--- config.mk ---
export PLATFORM = sky130hd
export DESIGN_NAME = capture_readout_sequencer
export DESIGN_NICKNAME = d
export VERILOG_FILES = /design/src/rtl/capture_readout_sequencer_pkg.sv /design/src/rtl/capture_readout_sequencer_tx_byte_reg.sv /design/src/rtl/capture_readout_sequencer.sv
export SDC_FILE = /design/constraint.sdc
export NUM_CORES = 1
export LEC_CHECK = 0
export ABC_AREA = 1
export CORE_MARGIN = 1.5
export CORE_UTILIZATION = 50
export CTS_BUF_LIST = sky130_fd_sc_hd__clkbuf_4
export CTS_CLUSTER_SIZE = 20
export DETAILED_ROUTE_END_ITERATION = 12
export GPL_TIMING_DRIVEN = 0
export HOLD_SLACK_MARGIN = 0.02
export PLACE_DENSITY = 0.75
export SKIP_LAST_GASP = 1
export SYNTH_ARGS = -nofsm -noshare
export SYNTH_HDL_FRONTEND = slang
export SYNTH_SLANG_ARGS = --single-unit
--- constraint.sdc ---
create_clock -name clk -period 1.75 [get_ports clk]
set_input_delay 0.35 -clock clk [delete_from_list [all_inputs] [get_ports clk]]
set_output_delay 0.35 -clock clk [all_outputs]
set_load 0.01 [all_outputs]
--- src/rtl/capture_readout_sequencer_pkg.sv ---
// Shared definitions for the capture/readout sequencer: one-hot state encoding
// and record framing constants.
package capture_readout_sequencer_pkg;

   typedef enum logic [9:0] {
      IDLE      = 10'b00_0000_0001,
      TRIG      = 10'b00_0000_0010,
      HOLDOFF   = 10'b00_0000_0100,
      WAIT_DATA = 10'b00_0000_1000,
      FETCH     = 10'b00_0001_0000,
      LATCH     = 10'b00_0010_0000,
      SEND_HDR  = 10'b00_0100_0000,
      SEND_HI   = 10'b00_1000_0000,
      SEND_LO   = 10'b01_0000_0000,
      SEND_CSUM = 10'b10_0000_0000
   } seqState_t;

   localparam int          WORDS_PER_RECORD_DEF = 128;
   localparam int          HOLDOFF_CYC_DEF      = 16;
   localparam logic [23:0] TIMEOUT_CYC_DEF      = 24'd5000000;
   localparam logic [7:0]  HEADER_BYTE_DEF      = 8'hA5;

   // FIFO dout must arrive within this many cycles of entering LATCH.
   localparam logic [23:0] LATCH_WAIT_CYC       = 24'd4;

endpackage

--- src/rtl/capture_readout_sequencer_tx_byte_reg.sv ---
// Valid/ready holding register for the UART byte stream, with the running XOR
// checksum of the data bytes accepted so far.
module tx_byte_reg
   import capture_readout_sequencer_pkg::*;
(
   input  logic       clk,
   input  logic       rst_n,
   input  logic       load,
   input  logic       loadCsum,
   input  logic [7:0] loadData,
   input  logic       csumEn,
   input  logic       csumClr,
   input  logic       drop,
   input  logic       txReady,
   output logic [7:0] txData,
   output logic       txValid
);

   logic [7:0] csum;
   logic [7:0] csumNext;
   logic       accept;

   assign accept = txValid & txReady;

   // The byte being accepted this cycle is already folded in, so the checksum
   // can be loaded back-to-back with the last data byte.
   assign csumNext = (accept && csumEn) ? (csum ^ txData) : csum;

   always_ff @(posedge clk or negedge rst_n) begin
      if (!rst_n) begin
         txValid <= 1'b0;
         txData  <= '0;
      end else if (drop) begin
         txValid <= 1'b0;
      end else if (load) begin
         txValid <= 1'b1;
         txData  <= loadCsum ? csumNext : loadData;
      end else if (accept) begin
         txValid <= 1'b0;
      end
   end

   always_ff @(posedge clk or negedge rst_n) begin
      if (!rst_n) begin
         csum <= '0;
      end else if (csumClr) begin
         csum <= '0;
      end else begin
         csum <= csumNext;
      end
   end

endmodule

--- src/rtl/capture_readout_sequencer.sv ---
// Sequences one acquisition record: arm, N capture strobes, then drains the
// transfer FIFO as a framed byte stream (header, data bytes, XOR checksum).
//
// state     | meaning
// IDLE      | waiting for armCmd
// TRIG      | waiting for auto/external trigger, timeout running
// HOLDOFF   | dead time after a strobe
// WAIT_DATA | readout granted, waiting for first FIFO word
// FETCH     | issue FIFO read once a word is available
// LATCH     | wait for FIFO dout valid, underflow guard running
// SEND_HDR  | header byte on the TX port
// SEND_HI   | word[15:8] on the TX port
// SEND_LO   | word[7:0] on the TX port
// SEND_CSUM | checksum byte on the TX port
module capture_readout_sequencer
   import capture_readout_sequencer_pkg::*;
#(
   parameter int          WORDS_PER_RECORD = WORDS_PER_RECORD_DEF,
   parameter int          HOLDOFF_CYC      = HOLDOFF_CYC_DEF,
   parameter logic [23:0] TIMEOUT_CYC      = TIMEOUT_CYC_DEF,
   parameter logic [7:0]  HEADER_BYTE      = HEADER_BYTE_DEF
) (
   input  logic        clk,
   input  logic        rst_n,
   input  logic        armCmd,
   input  logic        abortCmd,
   input  logic [7:0]  numEventsCfg,
   input  logic        autoTrig,
   input  logic        extTrig,
   output logic        captureStrobe,
   output logic [7:0]  numEvents,
   output logic        readyToTransmit,
   input  logic        dataReadyToRead,
   output logic        dataRead,
   input  logic        dataValid,
   input  logic [15:0] dataIn,
   output logic [7:0]  txData,
   output logic        txValid,
   input  logic        txReady,
   output logic        busy,
   output logic        timeoutErr
);

   localparam logic [23:0] HOLDOFF_LOAD = 24'(HOLDOFF_CYC - 1);
   localparam logic [23:0] TIMEOUT_LOAD = TIMEOUT_CYC - 24'd1;
   localparam logic [23:0] LATCH_LOAD   = LATCH_WAIT_CYC - 24'd1;
   localparam logic [7:0]  LAST_WORD    = 8'(WORDS_PER_RECORD - 1);

   seqState_t   state;
   seqState_t   stateNext;

   logic        extTrigQ;
   logic        trigger;
   logic        accept;
   logic [7:0]  evtCnt;
   logic [7:0]  wordCnt;
   logic [23:0] timer;
   logic [15:0] wordReg;

   logic        armAccept;
   logic        evtInc;
   logic        wordInc;
   logic        wordCapture;
   logic        errSet;
   logic        strobeSet;
   logic        readSet;
   logic        timerLoad;
   logic [23:0] timerLoadVal;
   logic        txLoad;
   logic        txLoadCsum;
   logic [7:0]  txLoadData;
   logic        csumEn;
   logic        txDrop;

   assign trigger         = autoTrig | (extTrig & ~extTrigQ);
   assign accept          = txValid & txReady;
   assign busy            = (state != IDLE);
   assign readyToTransmit = state inside {WAIT_DATA, FETCH, LATCH, SEND_HDR,
                                          SEND_HI, SEND_LO, SEND_CSUM};

   always_ff @(posedge clk or negedge rst_n) begin
      if (!rst_n) begin
         state <= IDLE;
      end else begin
         state <= stateNext;
      end
   end

   always_comb begin
      stateNext    = state;
      armAccept    = 1'b0;
      evtInc       = 1'b0;
      wordInc      = 1'b0;
      wordCapture  = 1'b0;
      errSet       = 1'b0;
      strobeSet    = 1'b0;
      readSet      = 1'b0;
      timerLoad    = 1'b0;
      timerLoadVal = '0;
      txLoad       = 1'b0;
      txLoadCsum   = 1'b0;
      txLoadData   = '0;
      csumEn       = 1'b0;
      txDrop       = 1'b0;

      if (abortCmd) begin
         stateNext = IDLE;
         txDrop    = 1'b1;
      end else begin
         unique case (state)
            IDLE: begin
               if (armCmd) begin
                  armAccept    = 1'b1;
                  timerLoad    = 1'b1;
                  timerLoadVal = TIMEOUT_LOAD;
                  stateNext    = TRIG;
               end
            end
            TRIG: begin
               if (trigger) begin
                  strobeSet    = 1'b1;
                  evtInc       = 1'b1;
                  timerLoad    = 1'b1;
                  timerLoadVal = HOLDOFF_LOAD;
                  stateNext    = HOLDOFF;
               end else if (timer == '0) begin
                  errSet    = 1'b1;
                  stateNext = IDLE;
               end
            end
            HOLDOFF: begin
               if (timer == '0) begin
                  if (evtCnt == numEvents) begin
                     stateNext = WAIT_DATA;
                  end else begin
                     timerLoad    = 1'b1;
                     timerLoadVal = TIMEOUT_LOAD;
                     stateNext    = TRIG;
                  end
               end
            end
            WAIT_DATA: begin
               if (dataReadyToRead) begin
                  txLoad     = 1'b1;
                  txLoadData = HEADER_BYTE;
                  stateNext  = SEND_HDR;
               end
            end
            SEND_HDR: begin
               if (accept) begin
                  stateNext = FETCH;
               end
            end
            FETCH: begin
               if (dataReadyToRead) begin
                  readSet      = 1'b1;
                  timerLoad    = 1'b1;
                  timerLoadVal = LATCH_LOAD;
                  stateNext    = LATCH;
               end
            end
            LATCH: begin
               if (dataValid) begin
                  wordCapture = 1'b1;
                  txLoad      = 1'b1;
                  txLoadData  = dataIn[15:8];
                  stateNext   = SEND_HI;
               end else if (timer == '0) begin
                  errSet    = 1'b1;
                  stateNext = IDLE;
               end
            end
            SEND_HI: begin
               csumEn = 1'b1;
               if (accept) begin
                  txLoad     = 1'b1;
                  txLoadData = wordReg[7:0];
                  stateNext  = SEND_LO;
               end
            end
            SEND_LO: begin
               csumEn = 1'b1;
               if (accept) begin
                  wordInc = 1'b1;
                  if (wordCnt == LAST_WORD) begin
                     txLoad     = 1'b1;
                     txLoadCsum = 1'b1;
                     stateNext  = SEND_CSUM;
                  end else begin
                     stateNext = FETCH;
                  end
               end
            end
            SEND_CSUM: begin
               if (accept) begin
                  stateNext = IDLE;
               end
            end
            default: begin
               stateNext = IDLE;
            end
         endcase
      end
   end

   always_ff @(posedge clk or negedge rst_n) begin
      if (!rst_n) begin
         extTrigQ      <= 1'b0;
         captureStrobe <= 1'b0;
         dataRead      <= 1'b0;
         timer         <= '0;
      end else begin
         extTrigQ      <= extTrig;
         captureStrobe <= strobeSet;
         dataRead      <= readSet;
         if (timerLoad) begin
            timer <= timerLoadVal;
         end else if (timer != '0) begin
            timer <= timer - 24'd1;
         end
      end
   end

   // A zero event count still produces one strobe per record.
   always_ff @(posedge clk or negedge rst_n) begin
      if (!rst_n) begin
         numEvents  <= '0;
         evtCnt     <= '0;
         wordCnt    <= '0;
         wordReg    <= '0;
         timeoutErr <= 1'b0;
      end else begin
         if (armAccept) begin
            numEvents  <= (numEventsCfg == 8'd0) ? 8'd1 : numEventsCfg;
            evtCnt     <= '0;
            wordCnt    <= '0;
            timeoutErr <= 1'b0;
         end else begin
            if (evtInc) begin
               evtCnt <= evtCnt + 8'd1;
            end
            if (wordInc) begin
               wordCnt <= wordCnt + 8'd1;
            end
            if (errSet) begin
               timeoutErr <= 1'b1;
            end
         end
         if (wordCapture) begin
            wordReg <= dataIn;
         end
      end
   end

   tx_byte_reg uTxByteReg (
      .clk      (clk),
      .rst_n    (rst_n),
      .load     (txLoad),
      .loadCsum (txLoadCsum),
      .loadData (txLoadData),
      .csumEn   (csumEn),
      .csumClr  (armAccept),
      .drop     (txDrop),
      .txReady  (txReady),
      .txData   (txData),
      .txValid  (txValid)
   );

endmodule
==> impl_metrics.py, run 1 <==
metrics = {
    "worst_setup_path": {
        "timing.rr.start": "state[4]",
        "reg2regPathDepth": 12,
        "cp-start-kind": "register",
        "r2r-end": "timer[10]",
        "cpMaxStageDelayCell": "dfrtp_2",
        "arrival_ns": 1.94,
        "slowest_delay_ns": 0.48,
        "critPathKind": "reg -> out",
        "cpMostUsedCell": "buf_6",
        "crit_path_end_kind": "output port",
        "crit_required_ns": 1.40,
        "cp_cell_sequence": "nor2_4 -> buf_6 -> nand2_2 -> nor2_2 -> nand3_2 -> nand2_4 -> inv_4 -> nand3_4 -> buf_6",
        "cp_max_fo": 3,
        "r2r_slack_ns": -0.42,
    },
    "hold_path": {
        "hold_path.class": "in -> reg",
        "hold_end": "extTrigQ",
        "hold_depth": 1,
        "hold_start": "extTrig",
    },
    "drt": {
        "met3_length_mm": 1.44,
        "wl_mm": 17.9,
        "drc_errors": 0,
        "vias_per_cell": 5.82,
        "top_layer_used": "met4",
        "drt-met1-wl_mm": 6.70,
        "drtIter0Drc": 554,
        "vias": 5862,
        "wl_met2_mm": 8.83,
        "wl_per_cell_um": 17.8,
        "dr.pass1.iters": 8,
        "ant_nets": 0,
    },
    "floorplan": {
        "die_area_um2": 11300,
        "ios": 55,
        "start_util_pct": 51.6,
        "rows": 37,
        "die_y_um": 106,
        "die_w_um": 106,
        "core_region_area_um2": 10400,
    },
    "clock_tree": {
        "cts.clk_slew.worst_paths_ns": 0.15,
        "worstSkewPairLatency_ns": 0.48,
        "clock_path_buffers": 2,
        "root_buffer": "clkbuf_4",
        "clock-sinks": 87,
        "htree_levels": 3,
        "cts_buffers": 9,
        "cts_tree": "built",
    },
    "global_route": {
        "overflow": 0,
        "grt_pass1_vias": 5573,
        "antenna_found_initial": 0,
        "grt_max_degree": 54,
        "grt_first_pass_wirelength_mm": 26.7,
        "globalRouteTotalUtil_pct": 29.9,
    },
    "logic_synthesis": {
        "synthesis.instances": 712,
        "ys.flop_type": "dfrtp_1",
        "synth_top_area_cell": "dfrtp_1",
        "ys_seq_area_share_pct": 40.7,
        "yosysWarnings": 0,
        "syn_area_um2": 5350,
        "syn_avg_cell_area_um2": 7.51,
        "synth_cell_types": 44,
        "synth_edf_count": 0,
        "async_flop_share_pct": 100,
        "syn_nets": 748,
        "synth_seq_cells": 87,
        "yosysTopAreaCellShare_pct": 40.2,
        "synth_area_leaders": "dfrtp_1 40%, nand2_1 11%, nand3_1 9.2%",
    },
    "timing": {
        "worst_slack_ns": -0.545,
        "slew_headroom_pct": 47.4,
        "fin_skew_ns": 0.0119,
        "max_slew.worst_pin.slew_ns": 0.788,
        "setup_viol": 84,
        "slew_viol_final": 0,
        "rsz0062_at_grt": "yes",
        "fmax_ghz": 0.436,
        "min_period_ns": 2.29,
        "hold_viol": 0,
        "period_share_pct": 131,
    },
    "placement": {
        "dp_hpwl_mm": 9.85,
        "io_buffer_count": 52,
        "gp_congestion": 0.923,
        "placed_cell_area_um2": 6070,
        "place_ws_ns": -0.634,
    },
    "layout": {
        "nNetsFinal": 902,
        "postLayoutCellArea_um2": 7810,
        "final_cell_mix": "123 x nand2_1, 80 x dfrtp_1, 76 x nand3_1",
        "layout-drive-gt1-share_pct": 36.7,
        "multi_input_area_um2": 3500,
        "final_common_cell": "nand2_1",
        "ff_latch_area_um2": 2190,
        "syn_to_final_growth_pct": 46.1,
        "fillers": 693,
        "diodes": 0,
    },
    "power": {
        "p_leak_nw": 3.79,
        "irDropWorstVdd_mv": 0.873,
        "p_per_area_nw_per_um2": 1010,
    },
    "status": {
        "violations": "setup timing",
        "status": "finished with violations",
    },
    "flow_run": {
        "cap_violations": 0,
    },
}
-- kinds of logic after synthesis --
logic type / Yosys count / share of synthesized area, %
and+or+nand+nor: 419 / 37.5
buffers and inverters: 106 / 8.33
DFF: 87 / 40.7
AOI/OAI and AO/OA: 64 / 7.04
xor gates and xnor gates: 29 / 4.75
muxes: 4 / 0.983
adders and majority gates: 3 / 0.702
-- stage by stage --
step / std cells / hold WS, ns / TNS, ns / total power (W) / utilization (%)
6_report: 1007 / 0.329 / -21.37 / 0.00789 / 75.3
3_3_place_gp: 900 / 0.479 / -272.76 / 0.00531 / 58.3
2_1_floorplan: 712 / 0.0544 / 0 / 0.00459 / -
4_1_cts: 992 / 0.306 / -10.74 / 0.00720 / 69.9
5_1_grt: 1007 / 0.327 / -27.69 / 0.00834 / 75.3
3_5_place_dp: 901 / 0.345 / -27.08 / 0.00541 / 58.5
-- worst max-delay path, delay by kind of cell, from the launching register on --
| kind | cells | cell delay (ns) |
|---|---|---|
| buffers and inverters | 3 | 0.28 |
| AND/OR/NAND/NOR | 6 | 0.69 |
| flip-flops | 1 | 0.48 |
-- routing by layer --
layer  vias to the layer above  track usage, %
li1                       2629               -
met3                        95            4.48
met2                       335            49.4
met1                      2803            37.8
met5                         -               0
met4                         0            16.1
-- Yosys cell counts, types with 2 or more instances --
cell type	count
nand3_2	5
inv_1	75
o21ai_0	26
nand3_1	98
nand2_2	10
xor2_1	20
clkinv_1	2
nor3_1	10
ha_1	3
nand2_4	5
nor2_2	4
xnor2_1	9
a31oi_1	2
nand2_1	160
nor2_4	8
o21a_1	2
nand4_1	26
mux2_2	2
inv_2	11
o31ai_1	8
clkbuf_1	3
mux2_4	2
dfrtp_1	86
buf_2	8
nor3_2	5
nor2_1	81
nor4_1	2
a21oi_1	20
buf_6	4
-- power by group --
group | internal, W | switching (W) | total [W]
logic | 0.00173 | 0.00230 | 0.00402
clock network | 0.000300 | 0.000747 | 0.00105
registers | 0.00242 | 0.000403 | 0.00282
-- registers in the layout, summed over array words and instances (netlist names) --
register            flops
uTxByteReg.csum         8
timeoutErr              1
dataRead                1
captureStrobe           1
extTrigQ                1
numEvents               8
state                  10
uTxByteReg.txData       8
evtCnt                  8
timer                  24
wordCnt                 8
wordReg                 8
uTxByteReg.txValid      1
-- worst max-delay path by stage --
stage | start | cells after the start | endpoint
3_5_place_dp | state[0] | 8 | readyToTransmit
2_1_floorplan | timer[0] | 11 | timer[11]
5_1_grt | state[4] | 9 | readyToTransmit
4_1_cts | state[6] | 8 | readyToTransmit
3_3_place_gp | rst_n | 1 | wordCnt[2]
6_report | state[4] | 9 | readyToTransmit
-- timing repair --
| item | in CTS | in global routing |
|---|---|---|
| gates cloned | 5 | 1 |
| hold buffers | 1 | 0 |
| endpoints found under the hold margin | 34 | 0 |
| endpoints found under the setup margin | 99 | 92 |
| pin swaps | 35 | 46 |
| resized for setup | 160 | 133 |
| setup buffers | 72 | 16 |
-- cell type report --
class / count / area share (%)
Buffer: 14 / 1.68
Clock buffer: 10 / 0.961
Clock inverter: 6 / 0.481
Inverter: 90 / 5.00
Multi-Input combinational cell: 521 / 44.8
Sequential cell: 87 / 28.0
Tap cell: 136 / 2.18
Timing Repair Buffer: 142 / 16.8
Timing Repair inverter: 1 / 0.0961
(Power assumes the default switching activity.)
==> inputs of run 2 (changes only) <==
CORE_ASPECT_RATIO = 1.1   (was unset)
SYNTH_HIERARCHICAL = 1   (was unset)
==> run 2 against run 1 <==
The flow still finishes with violations (setup timing). Wire length increased by 2.4%. Final cell count increased by 3.3%. Worst hold slack better by 0.050 ns. Cell area up 0.99%. Sequential power is essentially flat. Combinational power down 3%. Synthesized cell count rose by 3.4%. Sequential cell count stayed put. First-iteration DRC count grew 7.9%. Total power is essentially flat.
==> impl_metrics.py, run 2 <==
metrics = {
    "status": {
        "status": "finished with violations",
        "violations": "setup timing",
    },
    "power": {
        "pwr-share-seq_pct": 35.7,
        "clock_power_share_pct": 14.9,
        "sw_frac_of_total_pct": 42.5,
        "p_leak_nw": 3.95,
        "power.internal_w": 0.00454,
        "irDropWorstVdd_mv": 0.789,
        "power.switching_w": 0.00336,
        "pwr-share-comb_pct": 49.4,
        "p_per_area_nw_per_um2": 1000,
    },
    "logic_synthesis": {
        "async_flop_share_pct": 100,
        "yosysWarnings": 6,
        "synth.most_common_cell": "nand2_1",
        "syn_area_um2": 5350,
        "synth_seq_cells": 87,
        "syn_avg_cell_area_um2": 7.26,
        "synthesis.instances": 736,
        "ys.flop_type": "dfrtp_1",
        "ys_seq_area_share_pct": 40.8,
        "synth_top_area_cell": "dfrtp_1",
        "synth.top_cells.by_count": "207 x nand2_1, 93 x nor2_1, 87 x inv_1",
        "synth_edf_count": 0,
        "synth_fa_ha_area_share_pct": 0.702,
        "syn_nets": 772,
        "synth_cell_types": 43,
        "synthSimpleGateAreaFrac_pct": 35.9,
        "synth_xor_area_share_pct": 4.59,
        "yosysTopAreaCellShare_pct": 40.3,
        "synth_top_family_by_area": "simple AND/OR/NAND/NOR gates",
        "synth_compound_area_share_pct": 7.77,
        "synth_area_leaders": "dfrtp_1 40%, nand2_1 15%, nor2_1 6.5%",
        "muxShareOfSynthArea_pct": 1.69,
    },
    "layout": {
        "final_cell_count_no_fill": 1040,
        "layout-drive-gt1-share_pct": 34.8,
        "syn_to_final_growth_pct": 47.6,
        "reg_top3": "timer: 24 flops, state: 10 flops",
        "postLayoutCoreUtil_pct": 75.9,
        "postLayoutCellArea_um2": 7890,
        "final_common_cell": "nand2_1",
        "top_register": "timer",
        "diodes": 0,
        "nNetsFinal": 928,
        "final_cell_mix": "170 x nand2_1, 79 x dfrtp_1, 78 x inv_1",
        "largest_reg_flops": 24,
    },
    "floorplan": {
        "die_y_um": 111,
        "die_area_um2": 11300,
        "rows": 39,
        "core_region_area_um2": 10400,
        "ios": 55,
        "start_util_pct": 51.4,
        "die_w_um": 102,
    },
    "drt": {
        "ant_nets": 0,
        "drc_errors": 0,
        "drtIter0Drc": 598,
        "dr.pass1.iters": 7,
        "wl_per_cell_um": 17.7,
        "vias": 5925,
        "wl_mm": 18.4,
        "vias_per_cell": 5.70,
    },
    "timing": {
        "slew_viol_final": 0,
        "fmax_ghz": 0.431,
        "min_period_ns": 2.32,
        "rsz0062_at_grt": "yes",
        "worst_slack_ns": -0.571,
        "max_slew.worst_pin.slew_ns": 0.554,
        "slew_headroom_pct": 63.1,
        "setup_viol": 85,
        "hold_viol": 0,
        "period_share_pct": 133,
        "fin_skew_ns": 0.0194,
    },
    "placement": {
        "place_ws_ns": -0.858,
        "gp_congestion": 0.984,
        "dp_hpwl_mm": 9.33,
        "io_buffer_count": 54,
        "dp_cells": 934,
        "placed_cell_area_um2": 6110,
    },
    "worst_setup_path": {
        "r2r-end": "uTxByteReg/txData[2]",
        "critPathKind": "reg -> out",
        "arrival_ns": 1.97,
        "reg2regPathDepth": 12,
        "cp_max_fo": 3,
        "cp-start-kind": "register",
        "r2r_slack_ns": -0.49,
        "crit_path_end_kind": "output port",
        "timing.rr.start": "state[5]",
        "crit_required_ns": 1.40,
    },
    "clock_tree": {
        "cts.clk_slew.worst_paths_ns": 0.13,
        "htree_levels": 3,
        "cts_buffers": 9,
        "clock-sinks": 87,
        "cts_tree": "built",
        "worstSkewPairLatency_ns": 0.45,
        "root_buffer": "clkbuf_4",
        "clock_path_buffers": 2,
    },
    "global_route": {
        "grt_first_pass_wirelength_mm": 24.8,
        "grt_pass1_vias": 5505,
        "globalRouteTotalUtil_pct": 27.2,
        "overflow": 0,
        "grt_max_degree": 49,
        "antenna_found_initial": 0,
    },
    "flow_run": {
        "cap_violations": 0,
    },
    "hold_path": {
        "hold_path.class": "in -> reg",
        "hold_end": "extTrigQ",
        "hold_start": "extTrig",
        "hold_depth": 1,
    },
}
## run 2: worst max-delay path by stage
stage | slack, ns | depth (start not counted) | endpoint | start
2_1_floorplan | -0.07 | 12 | uTxByteReg/txData[6] | state[1]
3_3_place_gp | -2.88 | 1 | wordCnt[6] | rst_n
3_5_place_dp | -0.86 | 11 | uTxByteReg/txData[2] | abortCmd
4_1_cts | -0.43 | 9 | readyToTransmit | state[1]
5_1_grt | -0.61 | 12 | uTxByteReg/txData[2] | state[4]
6_report | -0.57 | 9 | readyToTransmit | state[6]
## run 2: power groups by stage
| stage | logic [W] | clock network, W | registers (W) |
|---|---|---|---|
| after floorplan | 0.00186 | 0 | 0.00279 |
| after global placement | 0.00257 | 0 | 0.00281 |
| after detailed placement | 0.00264 | 0 | 0.00283 |
| after CTS | 0.00298 | 0.00119 | 0.00277 |
| after global routing | 0.00420 | 0.00129 | 0.00288 |
| final | 0.00390 | 0.00118 | 0.00282 |
## run 2: what timing repair did
item,CTS,global route
setup endpoints to repair,92,94
gates cloned,5,3
hold buffers,1,0
resized for setup,108,184
setup buffers,42,43
pin swaps,31,61
hold endpoints to repair,39,0
## run 2: layout make-up
type / count / area [um2]
tap: 143 / 179
sequential: 87 / 2190
clock inverter: 3 / 37.5
multi-input combinational: 542 / 3460
timing repair buffer: 143 / 1400
inverter: 94 / 380
fill: 650 / 2500
clock buffer: 13 / 97.6
buffer: 15 / 150
## run 2: cells by family after synthesis
family                     Yosys count
and+or+nand+nor                    427
buffers and inverters              110
DFF                                 87
AOI/OAI and AO/OA                   73
xor gates and xnor gates            28
muxes                                8
adders and majority gates            3
## run 2: worst max-delay path: stages (launching register included)
cell and delay [ns]:
dfrtp_1 0.45, nor2_4 0.17, buf_6 0.13, nand2_2 0.06
nor2_2 0.17, nand3_2 0.15, inv_2 0.12, nor2_4 0.05
nand4_1 0.09, buf_2 0.15
## run 2: through the flow
| stage | hold slack [ns] | total power [W] | setup TNS, ns |
|---|---|---|---|
| floorplan | 0.0544 | 0.00466 | -0.577 |
| finish | 0.379 | 0.00789 | -25.47 |
| CTS | 0.375 | 0.00694 | -10.75 |
| global placement | 0.483 | 0.00538 | -274.13 |
| detailed placement | 0.374 | 0.00547 | -25.69 |
| global route | 0.377 | 0.00837 | -30.46 |
## run 2: layer usage
metal / global-route usage (%) / share of wire [%]
met1: 34.2 / 37
met2: 44.6 / 49
met3: 4.33 / 6.7
met4: 14.3 / 6.7
met5: 0 / 0
